## src/rtl/pc_pkg.sv

```systemverilog
// Shared definitions for the program-counter block and its fetch controller.
package pc_pkg;

   localparam logic [1:0] PC_RESET = 2'b00;
   localparam logic [1:0] PC_HOLD  = 2'b01;
   localparam logic [1:0] PC_PLUS4 = 2'b10;
   localparam logic [1:0] PC_JUMP  = 2'b11;

   typedef enum logic [1:0] {
      IDLE,
      FETCH,
      ISSUE,
      HALTED
   } fetch_state_t;

endpackage

```

## src/rtl/pc_fetch_ctrl.sv

```systemverilog
// Fetch controller: drives the PC block, fetches over req/ack, issues over valid/ready,
// and applies branch redirects and halt/resume.
module pc_fetch_ctrl
   import pc_pkg::*;
#(
   parameter int W  = 8,
   parameter int IW = 32
) (
   input  logic          clk,
   input  logic          rst,
   input  logic          start,
   input  logic          halt,
   input  logic [W-1:0]  pc_cur,
   input  logic [W-1:0]  pc_nxt,
   output logic [1:0]    pc_sel,
   output logic [W-1:0]  pc_jmp,
   output logic          imem_req,
   output logic [W-1:0]  imem_addr,
   input  logic          imem_ack,
   input  logic [IW-1:0] imem_data,
   output logic          instr_valid,
   output logic [IW-1:0] instr_data,
   output logic [W-1:0]  instr_pc,
   output logic [W-1:0]  instr_pc_inc,
   input  logic          instr_ready,
   input  logic          br_taken,
   input  logic [W-1:0]  br_target,
   output logic          misalign_err
);

   fetch_state_t  state_q, state_d;
   logic          halt_pend_q, halt_pend_d;
   logic          valid_q, valid_d;
   logic [IW-1:0] data_q, data_d;
   logic [W-1:0]  ipc_q, ipc_d;
   logic [W-1:0]  inc_q, inc_d;
   logic          mis_q, mis_d;

   logic accept;
   logic misaligned;

   assign accept     = valid_q & instr_ready;
   assign misaligned = br_target[1:0] != 2'b00;

   always_comb begin
      state_d     = state_q;
      halt_pend_d = halt_pend_q;
      valid_d     = valid_q;
      data_d      = data_q;
      ipc_d       = ipc_q;
      inc_d       = inc_q;
      mis_d       = mis_q;
      pc_sel      = PC_HOLD;
      pc_jmp      = '0;
      imem_req    = 1'b0;
      imem_addr   = '0;
      case (state_q)
         IDLE: begin
            pc_sel = PC_RESET;
            if (start) state_d = FETCH;
         end
         FETCH: begin
            imem_req  = 1'b1;
            imem_addr = pc_cur;
            if (halt) halt_pend_d = 1'b1;
            if (imem_ack) begin
               data_d  = imem_data;
               ipc_d   = pc_cur;
               inc_d   = pc_nxt;
               valid_d = 1'b1;
               state_d = ISSUE;
            end
         end
         ISSUE: begin
            if (halt) halt_pend_d = 1'b1;
            if (accept) begin
               valid_d = 1'b0;
               // A misaligned redirect is refused outright: PC held, controller parks.
               if (br_taken && misaligned) begin
                  mis_d   = 1'b1;
                  state_d = HALTED;
               end else begin
                  if (br_taken) begin
                     pc_sel = PC_JUMP;
                     pc_jmp = br_target;
                  end else begin
                     pc_sel = PC_PLUS4;
                  end
                  // halt in the accept cycle itself still counts.
                  state_d = (halt_pend_q || halt) ? HALTED : FETCH;
               end
               if (state_d == HALTED) halt_pend_d = 1'b0;
            end
         end
         HALTED: begin
            if (start) state_d = FETCH;
         end
         default: state_d = IDLE;
      endcase
   end

   always_ff @(posedge clk) begin
      if (rst) begin
         state_q     <= IDLE;
         halt_pend_q <= 1'b0;
         valid_q     <= 1'b0;
         data_q      <= '0;
         ipc_q       <= '0;
         inc_q       <= '0;
         mis_q       <= 1'b0;
      end else begin
         state_q     <= state_d;
         halt_pend_q <= halt_pend_d;
         valid_q     <= valid_d;
         data_q      <= data_d;
         ipc_q       <= ipc_d;
         inc_q       <= inc_d;
         mis_q       <= mis_d;
      end
   end

   assign instr_valid  = valid_q;
   assign instr_data   = data_q;
   assign instr_pc     = ipc_q;
   assign instr_pc_inc = inc_q;
   assign misalign_err = mis_q;

endmodule
```

## config.mk

```make
export PLATFORM = sky130hd
export DESIGN_NAME = pc_fetch_ctrl
export DESIGN_NICKNAME = d
export VERILOG_FILES = /design/src/rtl/pc_pkg.sv /design/src/rtl/pc_fetch_ctrl.sv
export SDC_FILE = /design/constraint.sdc
export NUM_CORES = 1
export LEC_CHECK = 0
export ABC_AREA = 1
export ABC_CLOCK_PERIOD_IN_PS = 1600
export CORE_AREA = 5 5 83 85
export CTS_CLUSTER_SIZE = 12
export DETAILED_ROUTE_END_ITERATION = 10
export DIE_AREA = 0 0 88 90
export MAX_ROUTING_LAYER = met4
export PLACE_DENSITY = 0.77
export SLEW_MARGIN = 20
export SYNTH_ARGS = -nofsm -noshare
export SYNTH_HDL_FRONTEND = slang
export SYNTH_SLANG_ARGS = --single-unit
```

## constraint.sdc

```tcl
create_clock -name clk -period 1.6 [get_ports clk]
set_input_delay 0.24 -clock clk [delete_from_list [all_inputs] [get_ports clk]]
set_output_delay 0.24 -clock clk [all_outputs]
set_load 0.01 [all_outputs]
```

==> reports/qor.csv, run 1 <==
metric,value,unit
status,"finished, violations left",
violated checks,setup timing,
top-area cell type share of the netlist area,50.5,%
register-to-register setup slack,0.18,ns
Num CTS Buffers,5,
Worst Setup Start Kind,register,
latest clock arrival within the worst-skew pair,0.30,ns
CTS root buffer,clkbuf_8,
GP Congestion,0.848,
clk slew on worst S/H paths,0.09,ns
Max-cap violations,0,
chip width,88,µm
Hold WS,0.487,ns
Post-Synthesis Cell Area,2100,µm²
"Largest stage delay, worst path",0.34,ns
first-pass GRT wire length,10.5,mm
final setup fails,6,
area growth from synthesis to final layout,75.1,%
Reg2Reg Depth,7,
Placed Cells,497,
Overflow after GRT,0,
remaining antenna violation count after routing,0,
synth top area cells,"dfxtp_1 (50%), nor2_1 (20%), o21ai_0 (7.1%)",
global router's overall resource usage,16.6,%
"Req. time, crit path",1.36,ns
Via density,4.47,
fill cell count,568,
ratio of cells with drive above 1 in the final layout,14.7,%
Min-Delay Path Depth,2,
Port Buf Inserts,129,
post-DP HPWL,4.88,mm
post-route clock period utilization,103,%
vias post-DR,2268,
sequential share of the synthesized area,50.5,%
Min-Delay Path Class,reg -> reg,
DR pass1 iterations,4,
Mapped Cells,290,
Tmin final,1.65,ns
Core Area,6130,µm²
Crit Path Max Fanout,6,
DRC,0,
origin of the worst min-delay path,instr_data[3],
io pins,132,
slowest cell on the critical path,dfxtp_2,
"top cells by count, synth","nor2_1 (112), dfxtp_1 (53), o21ai_0 (30)",
Synth area leader,dfxtp_1,
fmax,0.607,GHz
CP arrival,1.41,ns
top-count cell post-synth,nor2_1,
syn avg cell area,7.25,µm²
area of the multi-input gates,911,µm²
endpoint type of the worst setup path,output port,
CTS tree,yes,
"non-filler cells, final",507,
Final Power,4.85,mW
TritonCTS Sinks,53,
fin worst setup slack,-0.0465,ns
hold_buf cts,0,
largest net degree at the start of global routing,35,
"EDFF count, synth",0,
H-tree depth,2,
Placed Instance Area,3550,µm²
Worst R2R Start,state_q[0],
Syn. warnings,0,
die footprint,7920,µm²
WHS Endpoint,instr_data[3],
synthesis-stage register bit count,53,
Final Hold Fails,0,
FP Rows,29,
Max IR drop VDD,0.000644,V
worst path cell trace,inv_2 -> ha_4 -> nand3_4 -> nor2_4 -> nand2_4 -> nor2_1 -> buf_2,
vias in the first global route,2267,
Detailed Route Iter0 Violations,72,
Top delay family on crit path,simple AND/OR/NAND/NOR gates,
routed wire length,6.38,mm
Seq. cell area,1060,µm²
Setup Skew,0.0105,ns
"Slew Viols, Final",0,
diode count,0,
nets,495,
worst-case clock buffer depth,2,
final instance area,3680,µm²
initial core utilization,34.3,%
initial antenna violation count,0,
Cell variety after synth,18,
Synth Flop Type,dfxtp_1,
leak pwr,1.57,nW
RSZ-0062 raised after global routing,yes,
Post-Route Setup TNS,-0.197,ns
crit path buf inv count,2,
Crit Path Category,reg -> out,
asr flop ratio synth,0,%
Pwr per Cell Area,1320,nW/µm²
Die Height,90,µm
FF-to-FF End,instr_data[4],
wire length per cell,12.6,µm
[power by group]
| part | switching, mW | leakage (nW) | internal [mW] |
|---|---|---|---|
| Clock | 0.452 | 0.0423 | 0.319 |
| Combinational | 1.07 | 1.09 | 1.19 |
| Sequential | 0.168 | 0.435 | 1.64 |
[sequential cells by signal, summed over array words and instances (netlist names)]
name,flops
halt_pend_q,1
state_q,2
misalign_err,1
instr_pc_inc,8
instr_valid,1
instr_data,32
instr_pc,8
[worst min-delay path: cells and delay by family, from the launching register on]
| kind | cells | cell delay, ns |
|---|---|---|
| and+or+nand+nor | 2 | 0.13 |
| DFF | 1 | 0.33 |
[timing repair]
| item | in CTS | in global routing |
|---|---|---|
| pin swaps | 5 | 5 |
| setup endpoints to repair | 17 | 62 |
| setup buffers | 2 | 1 |
| gates resized for setup | 75 | 19 |
[stage by stage]
stage	setup WS [ns]	utilization, %
after floorplan	0.0940	-
after global placement	-0.397	57.9
after detailed placement	-0.508	57.9
after CTS	-0.0671	60.0
after global routing	-0.137	60.0
final	-0.0465	60.0
[cell type report]
| class | instances | area share, % |
|---|---|---|
| Timing Repair Buffer | 149 | 38.7 |
| Tap cell | 77 | 2.62 |
| Multi-Input combinational cell | 196 | 24.8 |
| Clock buffer | 5 | 1.87 |
| Clock inverter | 3 | 0.714 |
| Inverter | 24 | 2.45 |
| Sequential cell | 53 | 28.9 |
[cells by family after synthesis]
logic type               Yosys count  share of synthesized area (%)
AO/OA/AOI/OAI                     56                           13.3
other                              1                          0.178
buffers and inverters             42                           9.70
flip-flops                        53                           50.5
adder cells (fa/ha/maj)            3                           1.79
AND/OR/NAND/NOR                  135                           24.5
[how the worst max path moves through the flow]
| stage | depth (start not counted) | slack (ns) | end | start |
|---|---|---|---|---|
| floorplan | 6 | 0.09 | pc_jmp[2] | state_q[0] |
| global placement | 7 | -0.40 | pc_jmp[3] | br_target[0] |
| detailed placement | 7 | -0.51 | pc_jmp[5] | br_target[1] |
| CTS | 6 | -0.07 | imem_addr[0] | state_q[0] |
| global route | 7 | -0.14 | pc_jmp[6] | state_q[0] |
| finish | 7 | -0.05 | pc_jmp[2] | state_q[0] |
[layer usage]
| metal | part of all wire (%) | vias up | global-route usage [%] |
|---|---|---|---|
| met5 | 0 | - | - |
| met3 | 7.6 | 6 | 3.29 |
| li1 | - | 1172 | - |
| met4 | 1.2 | 0 | 4.09 |
| met1 | 40 | 1009 | 18.9 |
| met2 | 51 | 81 | 29.4 |
[cell usage in the layout, fill, tap and decap left out]
master	netlist	layout
clkdlybuf4s15_1	0	1
nor2_1	112	107
nand2_1	18	17
nand3_1	2	1
ha_1	3	1
clkinvlp_4	0	2
dfxtp_2	0	3
inv_8	0	1
o21ai_1	21	20
clkbuf_8	0	5
dfxtp_1	53	50
dlymetal6s2s_1	0	1
clkdlybuf4s50_1	0	111
o21ai_0	30	30
buf_2	4	15
inv_2	1	4
buf_12	0	3
inv_1	23	20
buf_6	4	5
conb_1	1	2
nor2_4	0	1
o21ai_2	0	1
buf_4	3	13
nand2_4	0	1
nor2_2	0	4
nor3_1	1	1
nand4_1	1	1
nand3_4	0	1
ha_4	0	2
a21oi_1	5	4
nand2_2	1	1
a21oi_2	0	1
(Power assumes the default switching activity.)
==> run 2, diff against run 1 <==
--- a/config.mk
+++ b/config.mk
@@ -13,6 +13,7 @@
 export DIE_AREA = 0 0 88 90
 export MAX_ROUTING_LAYER = met4
 export PLACE_DENSITY = 0.77
+export SETUP_SLACK_MARGIN = 0.2
 export SLEW_MARGIN = 20
 export SYNTH_ARGS = -nofsm -noshare
 export SYNTH_HDL_FRONTEND = slang
==> reports/qor.csv, run 2 (synthesis results as in run 1) <==
metric,value,unit
status,finished clean,
Final Hold Fails,0,
area growth from synthesis to final layout,80.2,%
Detailed Route Iter0 Violations,67,
Die Height,90,µm
leak pwr,1.85,nW
largest net degree at the start of global routing,31,
global router's overall resource usage,16.8,%
hold_buf cts,0,
CTS root buffer,clkbuf_8,
nets,497,
Max-cap violations,0,
Psw,1.78,mW
Crit Path Max Fanout,6,
Sequential Power Share,34.9,%
Overflow after GRT,0,
wire length per cell,13.2,µm
WHS Endpoint,misalign_err,
Hold WS,0.473,ns
fin worst setup slack,0.00103,ns
Tmin final,1.60,ns
TritonCTS Sinks,53,
diode count,0,
latest clock arrival within the worst-skew pair,0.30,ns
GR Util met2,28.3,%
vias post-DR,2299,
CTS tree,yes,
"most common cell after layout, fill and taps aside",nor2_1,
Crit Path Category,reg -> out,
Worst R2R Start,state_q[0],
initial core utilization,34.3,%
ratio of cells with drive above 1 in the final layout,18.8,%
Sw Ratio,34.2,%
Clock Power Share,20.2,%
RSZ-0062 raised after global routing,yes,
most frequent cells in the layout,"nor2_1 (98), clkdlybuf4s50_1 (62), dfxtp_1 (51)",
fill cell count,601,
Final Power,5.19,mW
"Most Used Layer, Global Route",met2,
post-DP HPWL,5.06,mm
max FFs per register,32,
"Slew Viols, Final",0,
final instance area,3790,µm²
Placed Cells,498,
io pins,132,
Reg2Reg Depth,9,
initial antenna violation count,0,
Min-Delay Path Class,reg -> reg,
Placed Instance Area,3550,µm²
FF-to-FF End,state_q[1],
Core Area,6130,µm²
remaining antenna violation count after routing,0,
Seq. cell area,1060,µm²
Placement Setup Slack,-0.410,ns
Post-Route Setup TNS,0,ns
vias in the first global route,2223,
register-to-register setup slack,0.23,ns
Setup Skew,0.00601,ns
grt met3 use,4.48,%
CP arrival,1.36,ns
DR pass1 iterations,4,
clk slew on worst S/H paths,0.09,ns
routed wire length,6.70,mm
"non-filler cells, final",509,
GP Congestion,0.795,
die footprint,7920,µm²
Comb pwr share,44.9,%
M1 GR Usage,18.8,%
area of the multi-input gates,985,µm²
fmax,0.625,GHz
Min-Delay Path Depth,2,
Worst Setup Start Kind,register,
post-route clock period utilization,99.9,%
chip width,88,µm
final setup fails,0,
Port Buf Inserts,129,
"Req. time, crit path",1.36,ns
endpoint type of the worst setup path,output port,
DRC,0,
Via density,4.52,
H-tree depth,2,
origin of the worst min-delay path,misalign_err,
worst-case clock buffer depth,2,
Int Pwr,3.42,mW
Max IR drop VDD,0.000641,V
Num CTS Buffers,5,
FP Rows,29,
first-pass GRT wire length,10.3,mm
Pwr per Cell Area,1370,nW/µm²
fin util,61.8,%
[run 2: cell count changes in the layout (fill, tap and decap cells not counted), moves of 5 or more]
cell             delta
clkdlybuf4s50_1    -49
dlygate4sd2_1      +50
nand2_1             -8
nand2_2             +5
nor2_1              -9
nor2_2              +7
o21ai_0            -11
o21ai_1            +12
[run 2: layout make-up]
cell class	instances	share of cell area, %
sequential	53	28.1
multi-input combinational	196	26.0
clock buffer	5	1.82
timing repair buffer	151	37.3
clock inverter	3	1.72
inverter	24	2.58
tap	77	2.54
[run 2: power groups by stage]
stage | registers, mW | clock network, mW | logic (mW)
2_1_floorplan | 1.95 | 0 | 0.925
3_3_place_gp | 1.81 | 0 | 2.19
3_5_place_dp | 1.82 | 0 | 2.24
4_1_cts | 1.80 | 1.09 | 2.15
5_1_grt | 1.86 | 1.13 | 2.57
6_report | 1.81 | 1.05 | 2.33
[run 2: how the worst max path moves through the flow]
| stage | startpoint | endpoint | slack (ns) |
|---|---|---|---|
| finish | state_q[0] | pc_jmp[7] | 0.001 |
| global route | state_q[0] | pc_sel[0] | -0.09 |
| CTS | state_q[0] | pc_jmp[7] | -0.04 |
| detailed placement | br_target[0] | pc_jmp[7] | -0.41 |
| global placement | br_target[0] | pc_jmp[2] | -0.40 |
| floorplan | state_q[0] | pc_jmp[2] | 0.18 |
[run 2: routing by layer]
layer  share of wire (%)  routed length (µm)
met5                   0                   0
met4                 2.1                 139
met3                 7.9                 531
met2                  50                3320
met1                  40                2710
[run 2: timing repair]
item,4_1_cts,5_1_grt
cloned,0,1
endpoints found under the setup margin,116,67
endpoints found under the hold margin,0,0
gates resized for setup,148,40
setup buffers,2,0
pin swaps,7,3
[run 2: worst max-delay path, stage by stage (launching register included)]
cell and delay (ns):
dfxtp_2 0.33, inv_2 0.07, ha_4 0.14, nand3_4 0.08, nor2_4 0.12, nand2_4 0.08
nor2_2 0.09, buf_2 0.13
==> run 3, diff against run 2 <==
--- a/config.mk
+++ b/config.mk
@@ -14,6 +14,7 @@
 export MAX_ROUTING_LAYER = met4
 export PLACE_DENSITY = 0.77
 export SETUP_SLACK_MARGIN = 0.2
+export SKIP_LAST_GASP = 1
 export SLEW_MARGIN = 20
 export SYNTH_ARGS = -nofsm -noshare
 export SYNTH_HDL_FRONTEND = slang
==> reports/qor.csv, run 3 (synthesis results as in run 1) <==
metric,value,unit
Overflow after GRT,0,
area growth from synthesis to final layout,81.2,%
fin util,62.1,%
final setup fails,7,
"most common cell after layout, fill and taps aside",nor2_1,
DR pass1 iterations,4,
Final Hold Fails,0,
vias post-DR,2308,
post-route clock period utilization,102,%
remaining antenna violation count after routing,0,
fmax,0.613,GHz
Placed Instance Area,3550,µm²
Crit Path Max Fanout,6,
FP Rows,29,
register-to-register setup slack,0.24,ns
Num CTS Buffers,5,
"Slew Viols, Final",0,
post-DP HPWL,5.06,mm
violated checks,setup timing,
Hold WS,0.471,ns
Reg2Reg Depth,7,
Tmin final,1.63,ns
Die Height,90,µm
Port Buf Inserts,129,
Setup Skew,0.00746,ns
TritonCTS Sinks,53,
Crit Path Category,reg -> out,
Worst R2R Start,state_q[1],
fill cell count,595,
CTS root buffer,clkbuf_8,
wire length per cell,13.3,µm
CTS tree,yes,
Pwr per Cell Area,1370,nW/µm²
DRC,0,
WHS Endpoint,misalign_err,
first-pass GRT wire length,10.3,mm
GP Congestion,0.795,
Max-cap violations,0,
diode count,0,
Crit. Startpoint,state_q[0],
vias in the first global route,2223,
latest clock arrival within the worst-skew pair,0.30,ns
chip width,88,µm
Detailed Route Iter0 Violations,77,
Seq. cell area,1060,µm²
CP arrival,1.39,ns
H-tree depth,2,
status,"finished, violations left",
max FFs per register,32,
initial core utilization,34.3,%
area of the multi-input gates,988,µm²
Worst Setup Start Kind,register,
routed wire length,6.81,mm
endpoint type of the worst setup path,output port,
fin worst setup slack,-0.0319,ns
initial antenna violation count,0,
final instance area,3810,µm²
RSZ-0062 raised after global routing,yes,
die footprint,7920,µm²
FF-to-FF End,instr_data[17],
most frequent cells in the layout,"nor2_1 (106), clkdlybuf4s50_1 (62), dfxtp_1 (51)",
"Req. time, crit path",1.36,ns
global router's overall resource usage,16.8,%
Core Area,6130,µm²
clk slew on worst S/H paths,0.10,ns
ratio of cells with drive above 1 in the final layout,18.2,%
Min-Delay Path Class,reg -> reg,
Min-Delay Path Depth,2,
Max IR drop VDD,0.000638,V
Via density,4.52,
hold_buf cts,0,
worst-case clock buffer depth,2,
io pins,132,
origin of the worst min-delay path,misalign_err,
nets,499,
largest net degree at the start of global routing,31,
leak pwr,1.85,nW
[run 3: cell types whose count changed in the layout (fill, tap and decap cells not counted), sizes merged]
cell  previous run  this run
buf             38        40
[run 3: metal layers]
| layer | track usage [%] | part of all wire [%] | vias to the layer above |
|---|---|---|---|
| met5 | - | 0 | - |
| met4 | 6.14 | 2.2 | 0 |
| met3 | 4.48 | 7.9 | 16 |
| met2 | 28.3 | 50 | 84 |
| met1 | 18.8 | 40 | 1025 |
| li1 | - | - | 1183 |
[run 3: final cells by class]
class	instances	share of cell area, %
Clock buffer	5	1.81
Clock inverter	3	1.71
Inverter	24	2.50
Multi-Input combinational cell	196	26.0
Sequential cell	53	27.9
Tap cell	77	2.53
Timing Repair Buffer	153	37.6
[run 3: per-stage QoR]
stage | cells | total power, mW | setup slack [ns] | setup TNS, ns
after floorplan | 291 | 2.88 | 0.181 | 0
after global placement | 498 | 4.00 | -0.401 | -2.98
after detailed placement | 498 | 4.06 | -0.410 | -3.10
after CTS | 508 | 5.04 | -0.0377 | -0.165
after global routing | 511 | 5.61 | -0.100 | -0.728
final | 511 | 5.22 | -0.0319 | -0.0939
[run 3: how the worst max path moves through the flow]
stage           endpoint  depth (start not counted)  slack (ns)
6_report       pc_jmp[7]                          7       -0.03
5_1_grt        pc_jmp[7]                          7       -0.10
4_1_cts        pc_jmp[7]                          7       -0.04
3_5_place_dp   pc_jmp[7]                          7       -0.41
3_3_place_gp   pc_jmp[2]                          7       -0.40
2_1_floorplan  pc_jmp[2]                          6        0.18
[run 3: critical path, cell delays in order (launching register included)]
cell and delay [ns]:
dfxtp_2 0.33, inv_2 0.07, ha_4 0.14, nand3_4 0.09, nor2_4 0.13, nand2_4 0.09
nor2_2 0.11, buf_2 0.14
[run 3: power breakdown]
| group | leakage (nW) | internal [mW] | switching, mW |
|---|---|---|---|
| logic | 1.34 | 1.17 | 1.20 |
| registers | 0.434 | 1.64 | 0.157 |
| clock network | 0.0681 | 0.621 | 0.425 |
[run 3: timing repair]
item,CTS,global route
hold endpoints to repair,0,0
buffers inserted,2,2
resized for setup,147,47
pin swaps,7,4
setup endpoints to repair,116,67
cloned,0,1
